===== src/rtl/quad_decoder.sv =====
// Quadrature encoder front end: synchronizes and glitch-filters A/B/index pins, decodes
// the Gray sequence into step/dir commands, flags illegal jumps and issues index loads.
module quad_decoder #(
  parameter int FILTER_LEN = 3
) (
  input  logic       clk,
  input  logic       rst,
  input  logic       a_in,
  input  logic       b_in,
  input  logic       idx_in,
  input  logic       idx_en,
  input  logic [3:0] home_value,
  input  logic       err_clr,
  output logic       step,
  output logic       dir,
  output logic       load,
  output logic [3:0] load_data,
  output logic       err
);

  localparam logic [3:0] FILT_LAST = 4'(FILTER_LEN - 1);
  // A pin held through reset needs FILTER_LEN+2 clocks to reach the filter output and one
  // more clock before the decoder compares it, so gating covers that whole window.
  localparam logic [4:0] ARM_LEN   = 5'(FILTER_LEN + 3);

  logic [2:0] pins;
  logic [2:0] filt;

  assign pins = {idx_in, b_in, a_in};

  for (genvar gi = 0; gi < 3; gi++) begin : g_in
    logic       sync1;
    logic       sync2;
    logic       filt_q;
    logic [3:0] cnt;

    always_ff @(posedge clk or posedge rst) begin
      if (rst) begin
        sync1  <= 1'b0;
        sync2  <= 1'b0;
        filt_q <= 1'b0;
        cnt    <= 4'd0;
      end else begin
        sync1 <= pins[gi];
        sync2 <= sync1;
        if (sync2 == filt_q) begin
          cnt <= 4'd0;
        end else if (cnt == FILT_LAST) begin
          filt_q <= sync2;
          cnt    <= 4'd0;
        end else begin
          cnt <= cnt + 4'd1;
        end
      end
    end

    assign filt[gi] = filt_q;
  end

  logic [1:0] cur_ab;
  logic [1:0] prev_ab;
  logic       prev_idx;
  logic [4:0] arm_cnt;
  logic       armed;
  logic       fwd;
  logic       rev;
  logic       illegal;
  logic       load_hit;

  assign cur_ab   = {filt[0], filt[1]};
  assign armed    = (arm_cnt == ARM_LEN);
  assign load_hit = armed & idx_en & filt[2] & ~prev_idx;

  always_comb begin
    fwd     = 1'b0;
    rev     = 1'b0;
    illegal = 1'b0;
    case ({prev_ab, cur_ab})
      4'b00_01, 4'b01_11, 4'b11_10, 4'b10_00: fwd     = 1'b1;
      4'b00_10, 4'b10_11, 4'b11_01, 4'b01_00: rev     = 1'b1;
      4'b00_11, 4'b11_00, 4'b01_10, 4'b10_01: illegal = 1'b1;
      default: ;
    endcase
  end

  always_ff @(posedge clk or posedge rst) begin
    if (rst) begin
      prev_ab   <= 2'b00;
      prev_idx  <= 1'b0;
      arm_cnt   <= 5'd0;
      step      <= 1'b0;
      dir       <= 1'b0;
      load      <= 1'b0;
      load_data <= 4'h0;
      err       <= 1'b0;
    end else begin
      prev_ab  <= cur_ab;
      prev_idx <= filt[2];
      if (!armed) begin
        arm_cnt <= arm_cnt + 5'd1;
      end
      // An index load re-homes the counter, so a coincident step is dropped.
      step <= armed & (fwd | rev) & ~load_hit;
      load <= load_hit;
      if (load_hit) begin
        load_data <= home_value;
      end
      if (armed & (fwd | rev)) begin
        dir <= fwd;
      end
      if (armed & illegal) begin
        err <= 1'b1;
      end else if (err_clr) begin
        err <= 1'b0;
      end
    end
  end

endmodule


===== config.mk =====
export PLATFORM = sky130hd
export DESIGN_NAME = quad_decoder
export DESIGN_NICKNAME = d
export VERILOG_FILES = /design/src/rtl/quad_decoder.sv
export SDC_FILE = /design/constraint.sdc
export NUM_CORES = 1
export LEC_CHECK = 0
export BUFFER_PORTS_ARGS = -buffer_cell sky130_fd_sc_hd__buf_4
export CORE_UTILIZATION = 38
export DETAILED_ROUTE_END_ITERATION = 12
export SETUP_SLACK_MARGIN = 0.02
export SLEW_MARGIN = 20
export SYNTH_ARGS = -nofsm -noshare
export SYNTH_HDL_FRONTEND = slang
export SYNTH_SLANG_ARGS = --single-unit

===== constraint.sdc =====
create_clock -name clk -period 3.2 [get_ports clk]
set_input_delay 0.48 -clock clk [delete_from_list [all_inputs] [get_ports clk]]
set_output_delay 0.48 -clock clk [all_outputs]
set_load 0.01 [all_outputs]

## Word level (Yosys, flattened, before mapping)

Cells that the tools add are included.

- Register bits after elaboration: 37
- Bits of input ports: 11
- Output and inout bits: 8

- $add $sub $neg: 4
- Eq/ne operators: 19
- Muxes and demuxes: 11
- Bitwise gates (word level): 12
- Reductions and logical operators: 7

Operators with widths:

| cell | number |
|---|---|
| equality test 4 bit, second input constant | 6 |
| 2-to-1 mux 4 bit | 6 |
| equality test 4 x 2 -> 1 bit, second input constant | 5 |
| adder 4 x 1 -> 4 bit, second input constant | 3 |
| equality test 4 x 3 -> 1 bit, second input constant | 3 |
| OR reduction 4 bit | 3 |
| bitwise AND 1 bit | 6 |
| AND reduction 2 bit | 3 |
| adder 5 x 1 -> 5 bit, second input constant | 1 |
| equality test 5 x 3 -> 1 bit, second input constant | 1 |
| 2-to-1 mux 1 bit | 5 |
| inverter 1 bit | 5 |
| equality test 4 x 1 -> 1 bit, second input constant | 1 |
| equality test 1 bit | 3 |
| nonzero test 2 bit | 1 |
| OR 1 bit | 1 |

## Longest topological paths before layout

Gate-level depths: netlist (run 1).

- Word-level depth: 6
- Gate-level depth with buffers: 6
- Mapped depth without buffers: 5

## Worst setup path before layout (run 1)

OpenSTA, ideal clock, no wires.

- Path type: reg2reg
- Start: register arm_cnt[0]
- End: register load_data[0]
- Library setup time: 0.125 ns
- Data arrival time: 1.430 ns
- Required time: 3.075 ns
- Path slack: 1.645 ns
- Stages on the path, launching flop included: 7
- Path buffers: 1
- Clock period less this slack: 1.555 ns
- Path through: dfrtp_1 -> inv_1 -> ha_1 -> nand4bb_1 -> buf_2 -> nor3_4 -> mux2_2

- Longest elaborated chain between the ends: 4

Ends and longest elaborated chain:

| item | line | source |
|---|---|---|
| start, declared | 63 | `logic [4:0] arm_cnt;` |
| start signal, assigned | 100 | `arm_cnt <= arm_cnt + 5'd1;` |
| equality test 5 x 3 -> 1 bit | 71 | `assign armed = (arm_cnt == ARM_LEN);` |
| bitwise AND 1 bit (3 in series) | 72 | `assign load_hit = armed & idx_en & filt[2] & ~prev_idx;` |
| via load_hit | 68 | `logic load_hit;` |
| end signal, assigned | 106 | `load_data <= home_value;` |
| end, declared | 17 | `output logic [3:0] load_data,` |

The timed path passes the listed nets, and every way through them passes these cells.
A chain may end at the register's enable or synchronous reset.

## Worst setup path after layout (run 1)

- Start: register arm_cnt[0]
- End: register load_data[3]

Same word-level chain as after synthesis.

==> results of run 1 <==
layout make-up:
cell class | instances | area (sq um) | share of cell area
repair buffers | 19 | 142.6 | 0.08062
flip-flops and latches | 37 | 925.9 | 0.5233
inverters | 5 | 18.77 | 0.01061
well taps | 48 | 60.06 | 0.03395
clock buffers | 8 | 80.08 | 0.04526
multi-input cells | 73 | 541.8 | 0.3062
power breakdown:
part | switching (mW) | total [mW] | internal (mW)
Combinational | 0.200 | 0.441 | 0.241
Sequential | 0.112 | 0.714 | 0.602
Clock | 0.144 | 0.298 | 0.154
Total | 0.455 | 1.45 | 0.998
layer usage:
layer	vias to the layer above	routed length, microns
li1	433	-
met1	428	897
met2	21	1064
met3	7	96
met4	0	79
met5	-	0
cell families (layout without fill, tap and decap cells):
kind of cell | after synthesis | after routing
AOI/OAI and AO/OA | 7 | 7
DFF | 37 | 37
and+or+nand+nor | 34 | 34
buffers and inverters | 6 | 32
xor gates and xnor gates | 18 | 18
adders and majority gates | 6 | 6
muxes | 8 | 8
through the flow:
step / std cells / instance area [sq um] / utilization
2_1_floorplan: 116 / 1491 / -
3_3_place_gp: 182 / 1689 / 0.4545
3_5_place_dp: 182 / 1689 / 0.4545
4_1_cts: 190 / 1769 / 0.4761
5_1_grt: 190 / 1769 / 0.4761
6_report: 190 / 1769 / 0.4761
cells in the final DEF (no fill, tap or decap):
master,instances
xor2_1,7
o32ai_1,1
nor3_4,1
nor3_1,1
a21oi_1,1
o21ai_0,1
nand2_1,6
a211oi_1,1
dfrtp_1,37
and4bb_2,1
nor2_1,17
nor4b_1,1
a21o_1,2
o31ai_1,1
clkbuf_1,3
nand3_1,6
inv_1,5
xnor2_1,11
ha_1,6
nand4bb_1,1
clkbuf_8,5
buf_4,19
mux2_2,8
worst register-to-register path, cell delays in order (launching register included):
cell and delay [ns]:
dfrtp_1 0.42, inv_1 0.07, ha_1 0.16, nand4bb_1 0.32, nor3_4 0.38, mux2_2 0.37
state kept, by name (all words and copies together) (netlist names), 2 cells and up:
| signal | flops |
|---|---|
| arm_cnt | 5 |
| g_in.sync1 | 3 |
| load_data | 4 |
| g_in.cnt | 12 |
| prev_ab | 2 |
| g_in.filt_q | 3 |
| g_in.sync2 | 3 |
worst max-delay path by stage:
stage,start,endpoint,slack [ns]
6_report,arm_cnt[0]$_DFFE_PP0P_,load_data[3]$_DFFE_PP0P_,1.35
5_1_grt,arm_cnt[0]$_DFFE_PP0P_,load_data[3]$_DFFE_PP0P_,1.19
4_1_cts,arm_cnt[0]$_DFFE_PP0P_,load_data[3]$_DFFE_PP0P_,1.34
3_5_place_dp,arm_cnt[0]$_DFFE_PP0P_,load_data[3]$_DFFE_PP0P_,1.36
3_3_place_gp,arm_cnt[0]$_DFFE_PP0P_,load_data[1]$_DFFE_PP0P_,1.42
2_1_floorplan,arm_cnt[0]$_DFFE_PP0P_,load_data[0]$_DFFE_PP0P_,1.65
==> summary.md, run 1 <==
| Metric | Value |
|---|---|
| TNS Setup | 0 ns |
| Syn Inst Count | 116 |
| Worst setup path class | reg -> reg |
| Reg2reg path depth | 5 |
| Average size of a mapped cell | 12.86 sq um |
| Max_cap viols | 0 |
| Antenna Nets Post-Route | 0 |
| RD Place Congestion | 0.7254 |
| DR DRC count | 0 |
| Worst min-delay path class | in -> async |
| Setup violators final | 0 |
| Synth warnings | 0 |
| Crit Path Max Fanout | 7 |
| Worst Setup Slack, final | 1.355 ns |
| Reg-to-Reg End | load_data[3]$_DFFE_PP0P_ |
| CP top delay family | simple AND/OR/NAND/NOR gates |
| Met3 Track Usage GR | 0.04401 |
| Core Box Area | 3716 sq um |
| Num CTS Buffers | 5 |
| Post-Syn Area | 1491 sq um |
| Area leader, netlist | dfrtp_1 |
| Clock transition at path regs | 0.07 ns |
| RSZ-0062 raised after global routing | false |
| Post-synthesis mux area share | 0.06040 |
| Fill count | 359 |
| Power, Total | 1.453 mW |
| Die Footprint | 4180 sq um |
| IO Pins | 19 |
| Cells along the critical path | inv_1, ha_1, nand4bb_1, nor3_4, mux2_2 |
| DR vias | 889 |
| Post-synth top cells | dfrtp_1, nor2_1, xnor2_1 |
| Final Max Tran Viols | 0 |
| Top Usage Layer GRT | met2 |
| Syn_nets | 133 |
| GR Layer Usage met1 | 0.1358 |
| XOR/XNOR Fraction of Synth Area | 0.1057 |
| Crit path max-delay cell type | dfrtp_1 |
| R2R Path Start | arm_cnt[0]$_DFFE_PP0P_ |
| CTS tree | built |
| Chip Width | 64.65 microns |
| Antenna Cells | 0 |
| Total Wirelength | 2137 microns |
| Synth top area share | 0.6208 |
| Worst clock skew | 0.006194 ns |
| WP depth | 5 |
| Peak VDD IR | 325.5 uV |
| Post-route clock period utilization | 0.5767 |
| Post-CTS Setup Repair Bufs | 0 |
| Clock Sinks | 37 |
| Met2 global-route usage | 0.2026 |
| EDFF count, synth | 0 |
| First-pass GRT wire length | 3815 microns |
| #FFs+latches synth | 37 |
| Port bufs | 18 |
| DP Worst Slack | 1.360 ns |
| Number of global-route vias before repair | 902 |
| CP required | 3.37 ns |
| Share of the yosys chip area belonging to registers | 0.6208 |
| CTS resizes | 0 |
| Nets@finish | 158 |
| Vias per cell | 4.679 |
| Adder-Cell Fraction of Synth Area | 0.05034 |
| Routed length per instance | 11.25 microns |
| Starting density of the core | 0.4013 |
| Simple-gate share of the synthesized area | 0.1141 |
| WP buf/inv | 1 |
| R2r setup slk | 1.35 ns |
| Largest net degree at the start of global routing | 38 |
| CTS Root Cell | clkbuf_8 |
| Crit path DAT | 2.01 ns |
| CP peak stage delay | 0.42 ns |
| Synth Area in Compound Gates | 0.03272 |
| Gr usage total | 0.1267 |
| CP endpoint kind | flip-flop |
| CTS H-tree depth | 2 |
| Die H | 64.65 microns |
| Top FF cell, synth | dfrtp_1 |
| Cell with the most instances after synthesis | dfrtp_1 |
| Pwr per Cell Area | 821.5 nW/um^2 |
| Fmax | 541.9 MHz |
| Share of layout cells above drive strength 1 | 0.2394 |
| Minimum clock period | 1.845 ns |
| Unique masters post-synth | 21 |
| Initial antenna violation count | 0 |
| Largest family of logic cells by synthesized area | simple AND/OR/NAND/NOR gates |
| Leakage power | 0.8038 nW |
| Dpl hpwl | 1572 microns |
| First-pass DRT Iterations | 4 |
| Worst skew pair latency | 0.28 ns |
| Fraction of registers with async set/reset | 1.000 |
| Final hold vios | 0 |
| Min Hold Slack | 0.2941 ns |
| Synth top area cells | dfrtp_1, xnor2_1, mux2_2 |
| Hold bufs inserted after CTS | 0 |
| Clk buf depth | 2 |
| Detailed Route Iter0 Violations | 41 |
| Status | complete, no violations |
| Worst-margin pin slew | 0.4522 ns |
| Congestion Overflow GR | 0 |
| Critical path startpoint category | flip-flop |
| Area grow syn2layout | 18.62% |
| Rows | 22 |
| Slew margin rel. | 0.6986 |
(Power assumes the default switching activity.)
==> inputs of run 2 (changes only) <==
Clock period 3.2 ns to 1.48 ns, I/O delays scaled along.
==> summary.md, run 2 (synthesis gave the netlist of run 1 again) <==
| Metric | Value |
|---|---|
| Multi-input gate area | 585.6 sq um |
| Antenna Cells | 0 |
| Switch share | 0.2950 |
| Top Registers | g_in.cnt: 12 flops, arm_cnt: 5 flops, load_data: 4 flops |
| Failing checks | negative setup slack |
| First-pass GRT wire length | 3760 microns |
| Dpl hpwl | 1608 microns |
| Slew margin rel. | 0.7028 |
| Initial antenna violation count | 0 |
| Port bufs | 18 |
| Rows | 22 |
| Most common cell after layout, fill and taps aside | dfrtp_1 |
| Seq pwr share | 0.452 |
| Share of layout cells above drive strength 1 | 0.3041 |
| Die Footprint | 4180 sq um |
| First-pass DRT Iterations | 4 |
| Final hold vios | 0 |
| Routed length per instance | 11.76 microns |
| Die H | 64.65 microns |
| Vias per cell | 4.536 |
| Max reg flops | 12 |
| CP peak stage delay | 0.39 ns |
| Met1 WL | 1026 microns |
| Core Box Area | 3716 sq um |
| Reg2reg path depth | 5 |
| Worst-margin pin slew | 0.4458 ns |
| Area grow syn2layout | 27.01% |
| Setup violators final | 4 |
| Starting density of the core | 0.4013 |
| Worst Setup Slack, final | -0.08406 ns |
| Max_cap viols | 0 |
| Antenna Nets Post-Route | 0 |
| Clock share of power | 0.254 |
| Met2 wire length | 1153 microns |
| Clock transition at path regs | 0.07 ns |
| CTS tree | built |
| Placed cell areas | 1719 sq um |
| CTS Root Cell | clkbuf_8 |
| Fill count | 326 |
| Number of global-route vias before repair | 895 |
| Finished Cell Area | 1894 sq um |
| Clock Sinks | 37 |
| Total Wirelength | 2304 microns |
| Met3 wire length | 108 microns |
| CP endpoint kind | flip-flop |
| Cell Int Power | 2.416 mW |
| RSZ-0062 raised after global routing | true |
| Worst setup path class | reg -> reg |
| Biggest register | g_in.cnt |
| DR DRC count | 0 |
| RD Place Congestion | 0.7870 |
| Nets@finish | 164 |
| Pwr per Cell Area | 1809 nW/um^2 |
| Peak VDD IR | 823.5 uV |
| Most frequent cells in the layout | dfrtp_1, buf_4, nor2_1, xnor2_1, xor2_1 |
| Clk buf depth | 2 |
| Fmax | 639.4 MHz |
| Switch Pwr | 1.011 mW |
| WP buf/inv | 1 |
| CTS H-tree depth | 2 |
| Leakage power | 0.8738 nW |
| Worst min-delay path class | in -> async |
| Num CTS Buffers | 5 |
| Cells along the critical path | inv_2, ha_4, nand4bb_4, nor3_4, mux2_4 |
| Crit path max-delay cell type | dfrtp_1 |
| Largest net degree at the start of global routing | 38 |
| Minimum clock period | 1.564 ns |
| Detailed Route Iter0 Violations | 35 |
| Reg-to-Reg End | load_data[1]$_DFFE_PP0P_ |
| Gr usage total | 0.1252 |
| DR vias | 889 |
| Critical path startpoint category | flip-flop |
| Congestion Overflow GR | 0 |
| WP depth | 5 |
| Worst skew pair latency | 0.28 ns |
| Crit path DAT | 1.73 ns |
| Chip Width | 64.65 microns |
| Status | finished with violations |
| Post-route clock period utilization | 1.057 |
| Sequential cell area | 925.9 sq um |
| Combinational share of power | 0.294 |
| CP top delay family | simple AND/OR/NAND/NOR gates |
| Final Max Tran Viols | 0 |
| Crit Path Max Fanout | 5 |
| CP required | 1.65 ns |
| Worst clock skew | 0.006576 ns |
| DP Worst Slack | 0.001430 ns |
| IO Pins | 19 |
| Power, Total | 3.427 mW |
| R2r setup slk | -0.08 ns |
| Max Used Layer | met4 |
| R2R Path Start | arm_cnt[0]$_DFFE_PP0P_ |
## run 2: cell types whose count changed in the layout (fill, tap and decap cells not counted), sizes merged
| cell | previous run | this run |
|---|---|---|
| clkbuf | 8 | 7 |
| buf | 19 | 25 |
| bufinv | 0 | 1 |
## run 2: worst max path at each step
stage | start | endpoint
4_1_cts | arm_cnt[0]$_DFFE_PP0P_ | load_data[1]$_DFFE_PP0P_
2_1_floorplan | arm_cnt[0]$_DFFE_PP0P_ | load_data[0]$_DFFE_PP0P_
6_report | arm_cnt[0]$_DFFE_PP0P_ | load_data[1]$_DFFE_PP0P_
3_3_place_gp | arm_cnt[0]$_DFFE_PP0P_ | load_data[2]$_DFFE_PP0P_
5_1_grt | arm_cnt[0]$_DFFE_PP0P_ | load_data[3]$_DFFE_PP0P_
3_5_place_dp | arm_cnt[0]$_DFFE_PP0P_ | load_data[1]$_DFFE_PP0P_
## run 2: repair_timing
action	4_1_cts	5_1_grt
setup buffers	0	2
pin swaps	0	1
resized for setup	0	8
endpoints found under the setup margin	4	5
hold buffers	0	0
endpoints found under the hold margin	0	0
cloned	0	0
## run 2: worst reg2reg max path, stage by stage, from the launching register on
cell       delay [ns]
dfrtp_1          0.39
inv_2            0.08
ha_4             0.15
nand4bb_4        0.13
nor3_4           0.36
mux2_4           0.33
## run 2: routing by layer
layer,track usage,up-vias
met1,0.1291,430
met4,0.05000,0
met5,0,-
met2,0.2171,16
li1,-,441
met3,0.05986,2
## run 2: layout make-up
| cell class | instances | share of cell area |
|---|---|---|
| inverters | 5 | 0.009908 |
| clock buffers | 7 | 0.04557 |
| flip-flops and latches | 37 | 0.4888 |
| clock inverters | 1 | 0.01585 |
| repair buffers | 25 | 0.09908 |
| well taps | 48 | 0.03170 |
| multi-input cells | 73 | 0.3091 |
## run 2: stage by stage
stage	setup TNS, ns	util	std cells	hold WS, ns
floorplan	-0.1049	-	116	0.2534
global placement	0	0.4626	186	0.3312
detailed placement	0	0.4626	186	0.3326
CTS	-0.05380	0.4939	194	0.03296
global route	-0.5545	0.5098	196	0.02155
finish	-0.3256	0.5098	196	0.03729
## run 2: power by group through the flow
stage	clock [mW]	sequential, mW	combinational [mW]
final	0.870	1.55	1.01
after global routing	0.954	1.59	1.11
after CTS	0.908	1.55	0.981
after detailed placement	0	1.57	0.976
after global placement	0	1.55	0.933
after floorplan	0	1.57	0.633
